`config.mk`:
```
export PLATFORM = sky130hd
export DESIGN_NAME = rop_dcr_commit
export DESIGN_NICKNAME = d
export VERILOG_FILES = /design/src/rtl/rop_dcr_commit.sv
export SDC_FILE = /design/constraint.sdc
export NUM_CORES = 1
export LEC_CHECK = 0
export ABC_AREA = 1
export CAP_MARGIN = 15
export CORE_UTILIZATION = 39
export DETAILED_ROUTE_END_ITERATION = 12
export GPL_TIMING_DRIVEN = 0
export PLACE_DENSITY_LB_ADDON = 0.1
export REMOVE_ABC_BUFFERS = 1
export SETUP_SLACK_MARGIN = 0.05
export SYNTH_ARGS = -nofsm -noshare
export SYNTH_HDL_FRONTEND = slang
export SYNTH_SLANG_ARGS = --single-unit
export TNS_END_PERCENT = 5
```
`constraint.sdc`:
```
create_clock -name clk -period 2.3 [get_ports clk]
set_clock_uncertainty 0.15 [all_clocks]
set_input_delay 0.46 -clock clk [delete_from_list [all_inputs] [get_ports clk]]
set_output_delay 0.46 -clock clk [all_outputs]
set_load 0.01 [all_outputs]
```
`src/rtl/rop_dcr_commit.sv`:
```
// Atomic DCR commit stage: closes fragment intake, drains in-flight work, then publishes staged DCRs.
// Optional stall counter enabled with ROP_DCR_COMMIT_PERF_EN.

package rop_dcr_commit_pkg;
  typedef struct packed {
    logic [31:0] blend_color;
    logic [15:0] blend_func;
    logic [7:0]  depth_func;
    logic [7:0]  stencil_ref;
  } rop_dcrs_t;
endpackage

module rop_dcr_commit
  import rop_dcr_commit_pkg::*;
#(
  parameter int DCRS_BITS    = $bits(rop_dcrs_t),
  parameter int MAX_INFLIGHT = 16,
  parameter int CNTW         = $clog2(MAX_INFLIGHT + 1)
) (
  input  logic                 clk,
  input  logic                 reset,
  input  logic [DCRS_BITS-1:0] staged_dcrs,
  input  logic                 commit_valid,
  output logic                 commit_ready,
  input  logic                 frag_in_valid,
  output logic                 frag_in_ready,
  output logic                 frag_out_valid,
  input  logic                 frag_out_ready,
  input  logic                 retire,
  output logic [DCRS_BITS-1:0] active_dcrs,
  output logic [CNTW-1:0]      inflight,
  output logic                 drain_busy,
  output logic [31:0]          stall_cycles
);

  typedef enum logic [1:0] {
    IDLE,
    DRAIN,
    COMMIT
  } state_t;

  state_t          state, state_next;
  logic [CNTW-1:0] inflight_q, inflight_next;
  logic            gate_open;
  logic            fire;
  logic            retire_ok;

  // Gate is held shut while reset is asserted so no handshake leaks out before state is valid.
  assign gate_open      = reset && (state == IDLE) && (inflight_q < CNTW'(MAX_INFLIGHT));
  assign frag_out_valid = frag_in_valid && gate_open;
  assign frag_in_ready  = frag_out_ready && gate_open;
  assign fire           = frag_in_valid && frag_in_ready;
  assign retire_ok      = retire && (inflight_q != '0);

  assign inflight   = inflight_q;
  assign drain_busy = (state != IDLE);

  always_comb begin
    inflight_next = inflight_q;
    if (fire && !retire_ok)
      inflight_next = inflight_q + CNTW'(1);
    else if (!fire && retire_ok)
      inflight_next = inflight_q - CNTW'(1);
  end

  always_comb begin
    state_next   = state;
    commit_ready = 1'b0;
    case (state)
      IDLE: begin
        if (commit_valid)
          state_next = DRAIN;
      end
      DRAIN: begin
        if ((inflight_q == '0) && !retire)
          state_next = COMMIT;
      end
      COMMIT: begin
        commit_ready = 1'b1;
        state_next   = IDLE;
      end
      default: state_next = IDLE;
    endcase
  end

  always_ff @(posedge clk or negedge reset) begin
    if (!reset) begin
      state       <= IDLE;
      inflight_q  <= '0;
      active_dcrs <= '0;
    end else begin
      state      <= state_next;
      inflight_q <= inflight_next;
      if (state == COMMIT)
        active_dcrs <= staged_dcrs;
    end
  end

`ifdef ROP_DCR_COMMIT_PERF_EN
  logic [31:0] stall_q;

  always_ff @(posedge clk or negedge reset) begin
    if (!reset)
      stall_q <= '0;
    else if (frag_in_valid && !gate_open && (stall_q != 32'hFFFF_FFFF))
      stall_q <= stall_q + 32'd1;
  end

  assign stall_cycles = stall_q;
`else
  assign stall_cycles = 32'd0;
`endif

  // A retire with nothing outstanding means the ROP core and this counter disagree.
  assert property (@(posedge clk) disable iff (!reset) !(retire && (inflight_q == '0)))
    else $warning("rop_dcr_commit: retire with no fragments in flight");

endmodule
```
==> results.md <==
* Status: complete, no violations
* Dpl ws at -0.566 ns
* Final setup vio count at 0
* Power Density at 1260 nW/um^2
* Initial core utilization at 40.9%
* Core area at 7850 sq um
* Vias per std cell at 4.34
* ANT cells at 0
* Worst slew margin at 28.1%
* Final hold violation count at 0
* CP Launch Type: register
* Die ar. at 8610 sq um
* Final core occ at 63.4%
* Synth top area share at 55.3%
* H-tree levels at 3
* WS Path Type: register to register
* Flop pwr share at 35.5%
* Final antenna-violating net count at 0
* Initial DRC count at 118
* Root Driver: clkbuf_8
* Vias in the first global route at 2496
* Worst path max stage delay at 0.46 ns
* Top-Level Pins at 175
* Initial antenna violation count at 0
* TritonCTS Buffers at 9
* Layout cells sized above 1 at 6.43%
* Synthesized area at 3210 sq um
* TritonCTS clock tree: built
* RD Place Congestion at 0.826
* RSZ-0062 raised after global routing: true
* Sequential share of the synthesized area at 55.3%
* Yosys top cell by area: dfrtp_1
* DPL Wire Length at 5.00 mm
* Worst Path Buf+Inv at 1
* Synth Register Bits at 71
* # rows at 32
* Cell breakdown of the critical path: nor2_4 -> nand3_2 -> nor3_2 -> ha_2 -> inv_1 -> ha_1 -> a21oi_2 -> nand3b_1 -> nand3_1 -> nand2_1
* Routed wire length at 7.90 mm
* Synth warn at 0
* Mapped Cells at 375
* MaxCap Viol Count at 0
* Total gr overflow at 0
* Clock-pin slew on the worst setup and hold paths at 0.08 ns
* Sw Ratio at 32.3%
* Peak VDD IR at 0.616 mV
* Die Y at 92.8 um
* Vias at 2739
* Post-route DRC at 0
* Port Buf Inserts at 142
* Data required time of the worst path at 2.38 ns
* PnR worst setup slack at 0.191 ns
* Clock sinks at 71
* Class of the most critical hold timing path: input pin to asynchronous set/reset pin
* WP data arrival at 2.19 ns
* Internal at 0.00425 W
* Clk buf depth at 2
* Max frequency at 0.474 GHz
* Fin crit period at 2.11 ns
* Die X at 92.8 um
* Clk_lat worst skew at 0.33 ns
* Max Slew Vio Count at 0
* Power share of the clock group at 20.8%
* Distinct cells, synth at 21
* LEAKAGE at 2.42 nW
* CP Max Fanout at 4
* Largest net degree at the start of global routing at 65
* WL/cell at 12.5 um
* Pre-antenna DRT Iters at 4
* Final net count at 600
* GRT Total Usage at 18.5%
* Area contributors post-synth: dfrtp_1 (55%), nand2_1 (25%), buf_4 (8.9%), buf_6 (2.1%), ha_1 (1.9%)
* Period utilisation layout at 91.7%
* Setup TNS Final at 0 ns
* First-pass GRT wire length at 12.3 mm
* Tightest Pin Transition at 1.08 ns
* Average cell area after synthesis at 8.57 sq um
* Crit path max-delay cell type: dfrtp_2
* Layout area overhead at 54.9%
* Psw at 0.00202 W
* Crit. End Element: register
* Largest delay share family, worst path: simple AND/OR/NAND/NOR gates
* Comb power frac at 43.7%
[cell usage after synthesis (all sizes together)]
cell	count
nor3	1
fa	1
conb	1
a21oi	1
buf	45
nand3b	1
xor2	2
ha	5
nand3	6
dfrtp	71
xnor2	2
inv	14
o21ai	2
nand4	1
nand2	212
clkbuf	1
nor2	9
[through the flow]
step / cell area, sq um / hold slack [ns] / std cells / power (W)
floorplan: 2970 / 0.0144 / 360 / 0.00331
global placement: 4520 / 0.302 / 604 / 0.00484
detailed placement: 4560 / 0.168 / 606 / 0.00491
CTS: 4950 / 0.0822 / 631 / 0.00630
global route: 4980 / 0.0783 / 631 / 0.00671
finish: 4980 / 0.0827 / 631 / 0.00627
[placed cells by master (no fill, tap or decap), drive strengths merged, types with 3 or more instances in the layout]
| master | synthesis | final |
|---|---|---|
| nor2 | 9 | 10 |
| dfrtp | 71 | 71 |
| clkbuf | 1 | 11 |
| ha | 5 | 5 |
| nand2 | 212 | 212 |
| clkdlybuf4s50 | 0 | 138 |
| dlygate4sd2 | 0 | 3 |
| buf | 45 | 7 |
| nand3 | 6 | 6 |
| bufinv | 0 | 4 |
| conb | 1 | 32 |
| inv | 14 | 15 |
[flip-flops by register name (all words and copies together) (netlist names)]
signal / count
inflight: 5
active_dcrs: 64
state: 2
[routing by layer]
layer  vias to the layer above  part of all wire [%]  track usage (%)
li1                       1360                     -                -
met1                      1264                    46             26.4
met2                       109                    46             26.9
met3                         6                   6.7             4.84
met4                         0                   1.1             6.79
met5                         -                     0                0
[final cells by class]
type / instances / area [sq um]
Clock inverter: 5 / 129
Inverter: 14 / 52.6
Timing Repair Buffer: 152 / 1580
Fill cell: 678 / 2870
Sequential cell: 71 / 1780
Multi-Input combinational cell: 276 / 1180
Clock buffer: 11 / 131
Tap cell: 102 / 128
[power groups by stage]
stage | combinational [W] | sequential [W] | clock [W]
finish | 0.00274 | 0.00223 | 0.00130
global route | 0.00301 | 0.00230 | 0.00140
CTS | 0.00274 | 0.00222 | 0.00134
detailed placement | 0.00268 | 0.00223 | 0
global placement | 0.00263 | 0.00221 | 0
floorplan | 0.000792 | 0.00252 | 0
[worst reg2reg max path, cell delays in order (launching register included)]
cell and delay, ns:
dfrtp_2 0.46, nor2_4 0.15, nand3_2 0.10, nor3_2 0.12, ha_2 0.20, inv_1 0.10
ha_1 0.34, a21oi_2 0.19, nand3b_1 0.09, nand3_1 0.08, nand2_1 0.04
[worst paths after layout]
check,start,cells past startpoint,slack [ns],end
setup / recovery,state[0],10,0.19,inflight[3]
hold / removal,reset,2,0.08,active_dcrs[50]
setup reg to reg,state[0],10,0.19,inflight[3]
hold reg to reg,active_dcrs[28],2,0.32,active_dcrs[28]
max in group asynchronous,reset,3,0.77,state[0]
min in group clk,active_dcrs[28],2,0.32,active_dcrs[28]
[repair_timing]
action | in CTS | in global routing
setup endpoints to repair | 70 | 2
buffers inserted | 4 | 0
endpoints found under the hold margin | 10 | 0
pin swaps | 2 | 0
hold buffers | 2 | 0
cloned | 3 | 0
resized for setup | 6 | 5
[cells by family after synthesis]
group / after synthesis / share of synthesized area, %
AND/OR/NAND/NOR: 230 / 27.6
flip-flops: 71 / 55.3
buffers and inverters: 60 / 12.9
adder cells (fa/ha/maj): 6 / 2.57
XOR/XNOR: 4 / 1.09
AO/OA/AOI/OAI: 3 / 0.467
other: 1 / 0.117
Power figures use the tool's default switching activity.
